==> src/rtl/fetch_ctrl_if.sv <==
// Instruction-memory request bus between fetch_ctrl (master) and the memory (slave).
// Handshake: the master raises imem_req with imem_addr and holds both stable until a cycle
// in which imem_ack is high; that cycle completes the transfer and imem_rdata is valid in it.
interface fetch_ctrl_if #(
  parameter int ADDR_W = 32
);
  logic              imem_req;
  logic [ADDR_W-1:0] imem_addr;
  logic              imem_ack;
  logic [31:0]       imem_rdata;

  modport master (
    output imem_req,
    output imem_addr,
    input  imem_ack,
    input  imem_rdata
  );

  modport slave (
    input  imem_req,
    input  imem_addr,
    output imem_ack,
    output imem_rdata
  );
endinterface

==> src/rtl/fetch_ctrl.sv <==
// Instruction-fetch sequencer: owns the fetch PC, issues memory requests and presents one
// registered instruction to IF/ID. Optional counters stat_wait/stat_discard under `FETCH_STAT_EN.
module fetch_ctrl #(
  parameter int              ADDR_W   = 32,
  parameter logic [ADDR_W-1:0] RESET_PC = '0
) (
  input  logic              clk,
  input  logic              rst,
  input  logic              stall_req,
  input  logic              flush,
  input  logic [ADDR_W-1:0] new_pc,
  input  logic              branch_flag,
  input  logic [ADDR_W-1:0] branch_target,
  fetch_ctrl_if.master      imem,
  output logic              ce,
  output logic [ADDR_W-1:0] pc,
  output logic [31:0]       inst,
  output logic              inst_valid,
  output logic              stall_if,
  output logic [1:0]        dbg_state
`ifdef FETCH_STAT_EN
  ,
  output logic [31:0]       stat_wait,
  output logic [31:0]       stat_discard
`endif
);

  typedef enum logic [1:0] {
    S_RESET = 2'd0,
    S_FETCH = 2'd1,
    S_DRAIN = 2'd2
  } state_e;

  state_e            state_q, state_d;
  logic              ce_q, ce_d;
  logic [ADDR_W-1:0] fetch_addr_q, fetch_addr_d;
  logic [ADDR_W-1:0] target_q, target_d;
  logic [ADDR_W-1:0] pc_q, pc_d;
  logic [31:0]       inst_q, inst_d;
  logic              inst_valid_q, inst_valid_d;
  logic              req_hold_q, req_hold_d;

  logic req, ack_v, consume, take_branch;

  assign req = (state_q != S_RESET) &&
               (req_hold_q || (state_q == S_DRAIN) || !(inst_valid_q && stall_req));
  assign ack_v       = req && imem.imem_ack;
  assign consume     = inst_valid_q && !stall_req;
  assign take_branch = branch_flag && !stall_req;

  always_comb begin
    state_d      = state_q;
    ce_d         = ce_q;
    fetch_addr_d = fetch_addr_q;
    target_d     = target_q;
    pc_d         = pc_q;
    inst_d       = inst_q;
    inst_valid_d = inst_valid_q && !consume;
    req_hold_d   = ack_v ? 1'b0 : (req ? 1'b1 : req_hold_q);

    case (state_q)
      S_RESET: begin
        state_d = S_FETCH;
        ce_d    = 1'b1;
      end
      S_FETCH: begin
        if (flush) begin
          inst_valid_d = 1'b0;
          if (req && !ack_v) begin
            state_d  = S_DRAIN;
            target_d = new_pc;
          end else begin
            fetch_addr_d = new_pc;
          end
        end else if (take_branch) begin
          // A word arriving while the output is empty is the delay slot and is kept.
          if (ack_v && !inst_valid_q) begin
            inst_d       = imem.imem_rdata;
            pc_d         = fetch_addr_q;
            inst_valid_d = 1'b1;
          end
          if (req && !ack_v) begin
            state_d  = S_DRAIN;
            target_d = branch_target;
          end else begin
            fetch_addr_d = branch_target;
          end
        end else if (ack_v) begin
          inst_d       = imem.imem_rdata;
          pc_d         = fetch_addr_q;
          inst_valid_d = 1'b1;
          fetch_addr_d = fetch_addr_q + ADDR_W'(4);
        end
      end
      S_DRAIN: begin
        if (flush) begin
          inst_valid_d = 1'b0;
          target_d     = new_pc;
        end else if (take_branch) begin
          target_d = branch_target;
        end
        // The old request completes here; its data is dropped and fetch restarts at the target.
        if (ack_v) begin
          state_d      = S_FETCH;
          fetch_addr_d = target_d;
        end
      end
      default: state_d = S_RESET;
    endcase
  end

  always_ff @(posedge clk) begin
    if (rst) begin
      state_q      <= S_RESET;
      ce_q         <= 1'b0;
      fetch_addr_q <= RESET_PC;
      target_q     <= RESET_PC;
      pc_q         <= '0;
      inst_q       <= '0;
      inst_valid_q <= 1'b0;
      req_hold_q   <= 1'b0;
    end else begin
      state_q      <= state_d;
      ce_q         <= ce_d;
      fetch_addr_q <= fetch_addr_d;
      target_q     <= target_d;
      pc_q         <= pc_d;
      inst_q       <= inst_d;
      inst_valid_q <= inst_valid_d;
      req_hold_q   <= req_hold_d;
    end
  end

  assign imem.imem_req  = req;
  assign imem.imem_addr = fetch_addr_q;
  assign ce             = ce_q;
  assign pc             = pc_q;
  assign inst           = inst_q;
  assign inst_valid     = inst_valid_q;
  assign stall_if       = req && !imem.imem_ack;
  assign dbg_state      = state_q;

`ifdef FETCH_STAT_EN
  logic [31:0] stat_wait_q, stat_wait_d;
  logic [31:0] stat_discard_q, stat_discard_d;
  logic        discard_ack;

  assign discard_ack = ack_v && ((state_q == S_DRAIN) ||
                       ((state_q == S_FETCH) && (flush || (take_branch && inst_valid_q))));

  always_comb begin
    stat_wait_d    = stat_wait_q;
    stat_discard_d = stat_discard_q;
    if (stall_if && !(&stat_wait_q))       stat_wait_d    = stat_wait_q + 32'd1;
    if (discard_ack && !(&stat_discard_q)) stat_discard_d = stat_discard_q + 32'd1;
  end

  always_ff @(posedge clk) begin
    if (rst) begin
      stat_wait_q    <= '0;
      stat_discard_q <= '0;
    end else begin
      stat_wait_q    <= stat_wait_d;
      stat_discard_q <= stat_discard_d;
    end
  end

  assign stat_wait    = stat_wait_q;
  assign stat_discard = stat_discard_q;
`endif

endmodule

==> src/flat_wrapper.sv <==
// flat-port wrapper written by rule: the top's interface ports become plain ports
module fetch_ctrl_flat 
#(
  parameter int              ADDR_W   = 32,
  parameter logic [ADDR_W-1:0] RESET_PC = '0
)
  (clk, rst, stall_req, flush, new_pc, branch_flag, branch_target, ce, pc, inst, inst_valid, stall_if, dbg_state, imem_imem_req, imem_imem_addr, imem_imem_ack, imem_imem_rdata);
  fetch_ctrl_if #(.ADDR_W(ADDR_W)) imem_i ();
  input  logic clk;
  input  logic rst;
  input  logic stall_req;
  input  logic flush;
  input  logic [ADDR_W-1:0] new_pc;
  input  logic branch_flag;
  input  logic [ADDR_W-1:0] branch_target;
  output logic ce;
  output logic [ADDR_W-1:0] pc;
  output logic [31:0] inst;
  output logic inst_valid;
  output logic stall_if;
  output logic [1:0] dbg_state;
  output wire logic [$bits(imem_i.imem_req)-1:0] imem_imem_req;
  output wire logic [$bits(imem_i.imem_addr)-1:0] imem_imem_addr;
  input wire logic [$bits(imem_i.imem_ack)-1:0] imem_imem_ack;
  input wire logic [$bits(imem_i.imem_rdata)-1:0] imem_imem_rdata;
  assign imem_imem_req = imem_i.imem_req;
  assign imem_imem_addr = imem_i.imem_addr;
  assign imem_i.imem_ack = imem_imem_ack;
  assign imem_i.imem_rdata = imem_imem_rdata;
  fetch_ctrl #(.ADDR_W(ADDR_W), .RESET_PC(RESET_PC)) u_core (.clk(clk), .rst(rst), .stall_req(stall_req), .flush(flush), .new_pc(new_pc), .branch_flag(branch_flag), .branch_target(branch_target), .imem(imem_i), .ce(ce), .pc(pc), .inst(inst), .inst_valid(inst_valid), .stall_if(stall_if), .dbg_state(dbg_state));
endmodule
==> config.mk <==
export PLATFORM = sky130hd
export DESIGN_NAME = fetch_ctrl_flat
export DESIGN_NICKNAME = d
export VERILOG_FILES = /design/src/rtl/fetch_ctrl_if.sv /design/src/rtl/fetch_ctrl.sv /design/src/flat_wrapper.sv
export SDC_FILE = /design/constraint.sdc
export NUM_CORES = 1
export LEC_CHECK = 0
export BUFFER_PORTS_ARGS = -buffer_cell sky130_fd_sc_hd__buf_2
export CORE_ASPECT_RATIO = 0.9
export CORE_MARGIN = 2
export CORE_UTILIZATION = 45
export DETAILED_ROUTE_END_ITERATION = 8
export GPL_ROUTABILITY_DRIVEN = 1
export GPL_TIMING_DRIVEN = 1
export PLACE_DENSITY = 0.82
export SKIP_CTS_REPAIR_TIMING = 1
export SYNTH_ARGS = -nofsm -noshare
export SYNTH_HDL_FRONTEND = slang
export SYNTH_SLANG_ARGS = --single-unit
==> constraint.sdc <==
create_clock -name clk -period 4.5 [get_ports clk]
set_clock_uncertainty 0.05 [all_clocks]
set_input_delay 0.9 -clock clk [delete_from_list [all_inputs] [get_ports clk]]
set_output_delay 0.9 -clock clk [all_outputs]
set_load 0.02 [all_outputs]
==> impl_metrics.tcl, run 1 <==
set metrics [dict create \
    outcome "finished, final reports clean" \
    max_freq_ghz 0.333 \
    yosysTopAreaCell "dfxtp_1" \
    worstPathMaxFanout 28 \
    diodes 0 \
    area_growth_pct 24.2 \
    path_clk_slew_ps 70 \
    ys.flop_type "dfxtp_1" \
    synth_nets 1017 \
    synth_cell_types 71 \
    timing.rr.start "u_core.dbg_state[0]" \
    dr_total_vias 7603 \
    cap_viol_max_count 0 \
    r2r_slack_ps 1490 \
    dpl_cell_area_um2 7940 \
    synth_area_leaders "dfxtp_1 (39%), nand2_1 (12%), a21oi_1 (9.0%)" \
    synth_top_area_share_pct 38.5 \
    synth_edf_count 0 \
    critical_path_class "flip-flop to flip-flop" \
    hold-path-cell-count 2 \
    post-route-min-period_ps 3010 \
    cts_max_level 4 \
    rows 42 \
    grt_usage_pct 27.0 \
    slew_violations 0 \
    grt_pass1_vias 6890 \
    pin_count 204 \
    power_frac_seq_pct 39.1 \
    async_flop_share_pct 0 \
    synth_seq_cells 133 \
    drt_first_pass_iters 8 \
    grt_max_degree 78 \
    layout-drive-gt1-share_pct 24.8 \
    routabilityCongestion 0.905 \
    cp-start-kind "flip-flop" \
    dp_hpwl_um 15400 \
    die_y_um 122 \
    syn-cell-area_um2 6910 \
    comb_power_share_pct 18.6 \
    grt_setup_unrepaired "no" \
    power.density_nw_per_um2 412 \
    worstPathRequired_ps 4770 \
    syn_avg_cell_area_um2 7.59 \
    cts_tree "done" \
    clock_power_share_pct 42.3 \
    endpoint_kind "flip-flop" \
    dieWidth_um 135 \
    hold_path.class "flip-flop to flip-flop" \
    worst_r2r_endpoint "u_core.imem.imem_addr[5]" \
    clk_latency_ps 420 \
    synth.yosys.seq_area_share_pct 38.5 \
    remaining_drc_errors 0 \
    power_switching_mw 1.09 \
    final_cell_area_um2 8580 \
    ir_drop_mv 0.286 \
    grt_first_pass_wirelength_um 35300 \
    port_buffers 203 \
    cts_root_buf "clkbuf_16" \
    clockBufferDepth 2 \
    antenna_found_initial 1 \
    core_area_um2 14900 \
    hold_end "u_core.target_q[26]" \
    start_util_pct 46.5 \
    vias_per_cell 5.94 \
    finalSetupViolations 0 \
    postSynthCellCount 911 \
    slew_headroom_pct 41.7 \
    p_int_mw 2.45 \
    numClockSinks 133 \
    p_sw_share_pct 30.9 \
    finalSetupTns_ps 0 \
    reg2reg_depth 7 \
    die-area_um2 16400 \
    wl_per_cell_um 17.5 \
    cts_buffers 17 \
    drtIter0Drc 829 \
    grt_overflow 0 \
    hold_viol 0 \
    yosys_warnings 0 \
    arrival_ps 3270 \
    fin_crit_sh_pct 66.8 \
    ant_nets 0 \
    hp-start "u_core.target_q[26]" \
    layout.nets 1175 \
    max_slew.worst_pin.slew_ps 874 \
    leakage_nw 3.42 \
    wl_um 22400 \
]
Yosys cell counts, drive strengths merged, types with 3 or more instances:
cell type  count
nand3         29
mux2           3
inv            8
nor2          43
a21o           4
a211oi        10
or4            4
a21oi        124
buf           36
nand2        214
a2111oi        3
and4           4
a221oi         9
clkbuf        41
a31oi         11
mux2i          5
o32a           4
o31a           7
and2          14
nor4           7
a311o          9
or3            3
a211o         12
o211ai         8
a221o          3
nand2b        17
o31ai         20
nor3          21
and3          15
dfxtp        133
o21ai         33
nand4         17
o32ai          5
and3b          3
ha             4
power groups by stage:
stage	Sequential (mW)	Clock (mW)	Combinational, mW
5_1_grt	1.39	1.57	0.713
2_1_floorplan	1.43	0	0.376
4_1_cts	1.38	1.52	0.648
3_5_place_dp	1.40	0	0.642
6_report	1.38	1.50	0.657
3_3_place_gp	1.40	0	0.633
stage by stage:
stage	hold slack [ps]	power, mW	utilization [%]	std cells	setup slack (ps)
floorplan	377	1.81	-	911	1920
global placement	384	2.03	53.4	1248	1410
detailed placement	389	2.04	53.4	1248	1350
CTS	396	3.54	57.7	1280	1590
global route	409	3.68	57.7	1280	1260
finish	395	3.54	57.7	1280	1490
layout make-up:
type,count,area (um2)
clock buffers,19,443
fillers,1387,6290
inverters,9,33.8
flip-flops and latches,133,2660
repair buffers,216,1120
well taps,198,248
clock inverters,13,198
multi-input cells,692,3880
how the worst max path moves through the flow:
| stage | slack (ps) | end | cells after the start | start |
|---|---|---|---|---|
| floorplan | 1920 | stall_if | 2 | stall_req |
| global route | 1260 | u_core.imem.imem_addr[7] | 7 | u_core.dbg_state[0] |
| CTS | 1590 | u_core.imem.imem_addr[5] | 7 | u_core.dbg_state[0] |
| detailed placement | 1350 | u_core.pc[13] | 7 | flush |
| finish | 1490 | u_core.imem.imem_addr[5] | 7 | u_core.dbg_state[0] |
| global placement | 1410 | u_core.target_q[8] | 7 | stall_req |
logic make-up after synthesis:
family | count (synthesis) | share of synthesized area, %
and+or+nand+nor | 398 | 27.0
AOI/OAI and AO/OA | 280 | 26.8
DFF | 133 | 38.5
buffers and inverters | 86 | 5.45
muxes | 8 | 1.27
adders and majority gates | 4 | 0.724
xor gates and xnor gates | 2 | 0.254
worst max-delay path, cell delays in order, from the launching register on:
cell	delay (ps)
dfxtp_1	380
inv_1	80
ha_1	270
buf_4	250
nor2_1	490
nand2_1	590
o32a_1	520
o32ai_1	260
registers in the layout, indices dropped and copies added (netlist names):
register,cells
u_core.inst,32
u_core.dbg_state,2
u_core.inst_valid,1
u_core.pc,32
u_core.ce,1
u_core.target_q,32
u_core.imem.imem_addr,32
u_core.req_hold_q,1
routing by layer:
metal	vias up	GRT usage [%]	share of wire, %	wire length, um
met5	-	0	0	0
li1	3610	-	-	-
met3	57	6.41	9.7	2190
met1	3511	38.6	44	9870
met2	425	39.7	44	9860
met4	0	10.1	2.4	533
cell usage in the layout, fill, tap and decap left out, drive strengths merged, types with 17 or more instances in the layout:
master and count:
buf 216, nand2 214, dfxtp 133, a21oi 124, nor2 43, o21ai 33
nand3 29, nor3 21, o31ai 20, clkbuf 19, nand4 17, nand2b 17
(Power assumes the default switching activity.)
==> run 2: changes to the inputs <==
--- a/config.mk
+++ b/config.mk
@@ -5,6 +5,7 @@
 export SDC_FILE = /design/constraint.sdc
 export NUM_CORES = 1
 export LEC_CHECK = 0
+export ABC_AREA = 1
 export BUFFER_PORTS_ARGS = -buffer_cell sky130_fd_sc_hd__buf_2
 export CORE_ASPECT_RATIO = 0.9
 export CORE_MARGIN = 2
@@ -12,7 +13,7 @@
 export DETAILED_ROUTE_END_ITERATION = 8
 export GPL_ROUTABILITY_DRIVEN = 1
 export GPL_TIMING_DRIVEN = 1
-export PLACE_DENSITY = 0.82
+export PLACE_DENSITY = 0.81
 export SKIP_CTS_REPAIR_TIMING = 1
 export SYNTH_ARGS = -nofsm -noshare
 export SYNTH_HDL_FRONTEND = slang
==> constraint.sdc (replaced) <==
create_clock -name clk -period 2.93 [get_ports clk]
set_clock_uncertainty 0.05 [all_clocks]
set_input_delay 0.586 -clock clk [delete_from_list [all_inputs] [get_ports clk]]
set_output_delay 0.586 -clock clk [all_outputs]
set_load 0.02 [all_outputs]
==> run 2 against run 1 <==
Die area up 8.1%. Critical path depth unchanged. Clock power rose by 39%. Design area rose by 6.6%. Wire length is 8.4% higher. First-iteration DRC count is 17% lower. Final cell count up 25%. Via count up 11%. Non-clock buffer count increased by 6. Clock-buffer cell count decreased by 1.
==> impl_metrics.tcl, run 2 <==
set metrics [dict create \
    die_y_um 126 \
    final_common_cell "nand2_1" \
    reg2reg_depth 10 \
    numClockSinks 133 \
    worstPathMaxFanout 12 \
    cts_root_buf "clkbuf_16" \
    synth_area_leaders "dfxtp_1 (36%), nand2_1 (18%), nor2_1 (10%)" \
    fin_crit_sh_pct 83.4 \
    outcome "finished, final reports clean" \
    synth-compound-area-share_pct 18.0 \
    ir_drop_mv 0.511 \
    drtIter0Drc 692 \
    remaining_drc_errors 0 \
    post_synth_fa_ha_maj_area_fraction_pct 0.668 \
    diodes 0 \
    wl_um 24300 \
    die-area_um2 17700 \
    grt_first_pass_wirelength_um 38300 \
    dieWidth_um 140 \
    synth_seq_cells 133 \
    yosysTopAreaCell "dfxtp_1" \
    slew_violations 0 \
    hold_end "u_core.inst[26]" \
    cp-start-kind "flip-flop" \
    fin_ws_ps 488 \
    pin_count 204 \
    postSynthCellCount 1208 \
    critical_path_class "flip-flop to primary output" \
    synth.yosys.seq_area_share_pct 35.6 \
    ant_nets 0 \
    layout.nets 1488 \
    synth_cell_types 35 \
    synth_xor_area_share_pct 0.702 \
    grt_max_degree 95 \
    endpoint_kind "primary output" \
    core_area_um2 16200 \
    cts_tree "done" \
    final-instance-count-excl-fill 1600 \
    dr_total_vias 8410 \
    grt_overflow 0 \
    clockBufferDepth 2 \
    syn-cell-area_um2 7490 \
    seqCellArea_um2 2660 \
    synth_edf_count 0 \
    cts_max_level 4 \
    port_buffers 203 \
    worstPathRequired_ps 2290 \
    max_slew.worst_pin.slew_ps 618 \
    multi_input_area_um2 4030 \
    clk_latency_ps 430 \
    finalSetupViolations 0 \
    grt_setup_unrepaired "no" \
    synth_top_family_by_area "simple AND/OR/NAND/NOR gates" \
    max_freq_ghz 0.409 \
    timing.hold.ws_ps 363 \
    worst_r2r_endpoint "u_core.imem.imem_addr[7]" \
    place_ws_ps 572 \
    leakage_nw 4.67 \
    start_util_pct 46.3 \
    synthMuxAreaShare_pct 0 \
    nFillCells 1590 \
    path_clk_slew_ps 60 \
    grt_usage_pct 27.2 \
    rows 44 \
    hold_path.class "primary input to flip-flop" \
    dp_hpwl_um 17800 \
    slew_headroom_pct 58.8 \
    cts_buffers 17 \
    vias_per_cell 5.26 \
    arrival_ps 1810 \
    hold_viol 0 \
    async_flop_share_pct 0 \
    post-route-min-period_ps 2440 \
    syn_avg_cell_area_um2 6.20 \
    synth_top_area_share_pct 35.6 \
    synthSimpleGateAreaFrac_pct 34.4 \
    layout-drive-gt1-share_pct 20.2 \
    timing.rr.start "u_core.dbg_state[0]" \
    final_util_pct 56.5 \
    wl_per_cell_um 15.2 \
    grt_pass1_vias 7431 \
    r2r_slack_ps 500 \
    synth_nets 1314 \
    antenna_found_initial 0 \
    ys.flop_type "dfxtp_1" \
    cap_viol_max_count 0 \
    synth_common_cells "nand2_1 (353), nor2_1 (201), dfxtp_1 (133), o21ai_0 (122), inv_1 (111)" \
    yosys_warnings 0 \
    routabilityCongestion 1.02 \
    power.density_nw_per_um2 905 \
    dp_cells 1570 \
    hp-start "imem_imem_rdata[26]" \
    hold-path-cell-count 3 \
    yosysMostFrequentCell "nand2_1" \
    most-common-layout-cells "nand2_1 (353), buf_2 (203), nor2_1 (201)" \
    finalSetupTns_ps 0 \
    drt_first_pass_iters 5 \
    area_growth_pct 22.2 \
]
## run 2: changes by cell type after synthesis, moves of 13 or more
cell,before,now
a21oi_1,124,89
and3_1,15,2
inv_1,8,111
nand2_1,214,353
nand2b_1,16,0
nand4_1,17,0
nor2_1,41,201
o21a_1,2,15
o21ai_0,28,122
o31ai_1,19,0
## run 2: metal layers
metal	track usage, %	vias up	routed length (um)
li1	-	4174	-
met1	36.0	3746	10400
met2	43.3	441	10800
met3	6.27	49	2520
met4	10.5	0	627
met5	0	-	0
## run 2: worst max-delay path: stages (launching register included)
cell and delay (ps):
dfxtp_1 320, inv_1 100, ha_2 200, inv_2 120, nand3_2 120, nand2_1 110, nor2_1 200, buf_2 200
## run 2: final cells by class
cell class                 count  share of cell area (%)
inverter                     116                    4.76
sequential                   133                    29.1
timing repair buffer         222                    13.1
clock buffer                  18                    4.80
tap                          207                    2.83
multi-input combinational    892                    44.0
clock inverter                12                    1.45
## run 2: how the worst max path moves through the flow
| stage | start | end | slack [ps] | depth (start not counted) |
|---|---|---|---|---|
| 2_1_floorplan | u_core.dbg_state[1] | u_core.target_q[11] | 800 | 12 |
| 3_3_place_gp | u_core.dbg_state[0] | u_core.imem.imem_addr[14] | 650 | 10 |
| 3_5_place_dp | u_core.dbg_state[0] | u_core.imem.imem_addr[7] | 570 | 10 |
| 4_1_cts | u_core.dbg_state[0] | stall_if | 490 | 7 |
| 5_1_grt | u_core.dbg_state[0] | u_core.imem.imem_addr[13] | 230 | 10 |
| 6_report | u_core.dbg_state[0] | stall_if | 490 | 7 |
## run 2: through the flow
step | total power, mW | area (um2)
2_1_floorplan | 5.27 | 7490
5_1_grt | 8.86 | 9150
3_3_place_gp | 6.08 | 8580
6_report | 8.29 | 9150
3_5_place_dp | 6.15 | 8580
4_1_cts | 8.25 | 9150
## run 2: kinds of logic (layout without fill, tap and decap cells)
group | after synthesis | in the layout
AO/OA/AOI/OAI | 249 | 249
adder cells (fa/ha/maj) | 4 | 4
flip-flops | 133 | 133
buffers and inverters | 183 | 368
XOR/XNOR | 6 | 6
AND/OR/NAND/NOR | 633 | 633
## run 2: power breakdown
part,leakage (nW),internal [mW],switching [mW],total [mW]
logic,3.31,1.15,2.44,3.59
registers,1.09,2.30,0.316,2.61
clock network,0.274,1.26,0.816,2.08
==> run 3: changes to the inputs <==
--- a/config.mk
+++ b/config.mk
@@ -13,7 +13,7 @@
 export DETAILED_ROUTE_END_ITERATION = 8
 export GPL_ROUTABILITY_DRIVEN = 1
 export GPL_TIMING_DRIVEN = 1
-export PLACE_DENSITY = 0.81
+export PLACE_DENSITY = 0.84
 export SKIP_CTS_REPAIR_TIMING = 1
 export SYNTH_ARGS = -nofsm -noshare
 export SYNTH_HDL_FRONTEND = slang
==> constraint.sdc (replaced) <==
create_clock -name clk -period 2.2 [get_ports clk]
set_clock_uncertainty 0.05 [all_clocks]
set_input_delay 0.44 -clock clk [delete_from_list [all_inputs] [get_ports clk]]
set_output_delay 0.44 -clock clk [all_outputs]
set_load 0.02 [all_outputs]
==> run 3 against run 2 <==
Via count up 0.12%. First-iteration DRC count increased by 20%. Largest cell class unchanged. Hold slack got worse by 140 ps. Clock-buffer cell count fell by 1. Sequential share of layout area decreased by 0.53 points. Final cell count increased by 0.75%. Core utilization grew 1.1 points. Power increased by 36%. Critical endpoint unchanged. Die area is the same. Design area rose by 2.0%.
==> impl_metrics.tcl, run 3 (synthesis gave the netlist of run 2 again) <==
set metrics [dict create \
    layout.nets 1499 \
    clk_latency_ps 430 \
    cp-start-kind "flip-flop" \
    grt_setup_unrepaired "no" \
    grt_max_degree 78 \
    diodes 0 \
    hp-start "imem_imem_rdata[8]" \
    layout-drive-gt1-share_pct 21.3 \
    grt_pass1_vias 7672 \
    worst_r2r_endpoint "u_core.target_q[25]" \
    grt_first_pass_wirelength_um 39300 \
    post-route-min-period_ps 2100 \
    max_freq_ghz 0.475 \
    dieWidth_um 140 \
    start_util_pct 46.3 \
    dp_hpwl_um 18000 \
    hold_viol 0 \
    pin_count 204 \
    outcome "finished, final reports clean" \
    hold_end "u_core.inst[8]" \
    worstPathRequired_ps 1710 \
    fin_ws_ps 96.2 \
    most-common-layout-cells "nand2_1 (352), buf_2 (202), nor2_1 (200)" \
    cts_root_buf "clkbuf_16" \
    timing.rr.start "u_core.dbg_state[1]" \
    rows 44 \
    grt_overflow 0 \
    critical_path_class "flip-flop to primary output" \
    place_ws_ps 60.7 \
    critical_path.startpoint "u_core.dbg_state[1]" \
    drt_first_pass_iters 8 \
    core_area_um2 16200 \
    die_y_um 126 \
    clockBufferDepth 2 \
    path_clk_slew_ps 60 \
    numClockSinks 133 \
    worstPathMaxFanout 4 \
    r2r_slack_ps 230 \
    die-area_um2 17700 \
    power.density_nw_per_um2 1210 \
    cts_max_level 4 \
    slew_violations 0 \
    grt_usage_pct 27.7 \
    power_mw 11.3 \
    reg2reg_depth 11 \
    area_growth_pct 24.6 \
    remaining_drc_errors 0 \
    vias_per_cell 5.22 \
    finalSetupViolations 0 \
    ant_nets 0 \
    hold_path.class "primary input to flip-flop" \
    port_buffers 203 \
    cap_viol_max_count 0 \
    final_common_cell "nand2_1" \
    drtIter0Drc 833 \
    cts_buffers 17 \
    cts_tree "done" \
    hold-path-cell-count 3 \
    leakage_nw 4.76 \
    slew_headroom_pct 63.2 \
    arrival_ps 1610 \
    antenna_found_initial 0 \
    wl_um 24600 \
    routabilityCongestion 0.988 \
    fin_crit_sh_pct 95.6 \
    ir_drop_mv 0.938 \
    wl_per_cell_um 15.2 \
    max_slew.worst_pin.slew_ps 546 \
    dr_total_vias 8420 \
    endpoint_kind "primary output" \
]
==> run 3: final cells by class <==
class                   instances  area (um2)
flip-flops and latches        133        2670
fillers                      1582        6850
clock inverters                14         155
clock buffers                  17         425
inverters                     116         442
repair buffers                233        1340
multi-input cells             892        4040
well taps                     207         259
==> run 3: critical path, stage by stage (launching register included) <==
cell	delay, ps
dfxtp_2	360
inv_1	80
ha_1	210
inv_1	120
nand2_2	100
nor2_2	160
buf_4	160
==> run 3: through the flow <==
step	TNS (ps)	hold WS (ps)	cells	area, um2	utilization [%]
2_1_floorplan	0	390	1208	7490	-
3_3_place_gp	0	398	1581	8730	53.9
3_5_place_dp	0	407	1581	8730	53.9
4_1_cts	-46.7	212	1612	9310	57.5
5_1_grt	0	234	1612	9330	57.7
6_report	0	220	1612	9330	57.7
==> run 3: how the worst max path moves through the flow <==
| stage | slack (ps) | endpoint | depth (start not counted) |
|---|---|---|---|
| floorplan | 70 | u_core.target_q[11] | 12 |
| global placement | 80 | u_core.imem.imem_addr[0] | 9 |
| detailed placement | 60 | u_core.imem.imem_addr[0] | 9 |
| CTS | -50 | stall_if | 7 |
| global route | 10 | stall_if | 6 |
| finish | 100 | stall_if | 6 |
==> run 3: where the power goes <==
group / internal (mW) / switching, mW / total [mW]
combinational: 1.68 / 3.32 / 5.00
clock: 1.67 / 1.13 / 2.81
sequential: 3.06 / 0.424 / 3.49
==> run 3: metal layers <==
| metal | wire (um) | track usage [%] | vias to the layer above |
|---|---|---|---|
| met5 | 0 | 0 | - |
| met4 | 639 | 8.24 | 0 |
| met3 | 2310 | 8.00 | 44 |
| met2 | 10900 | 44.3 | 413 |
| met1 | 10700 | 36.5 | 3765 |
| li1 | - | - | 4198 |
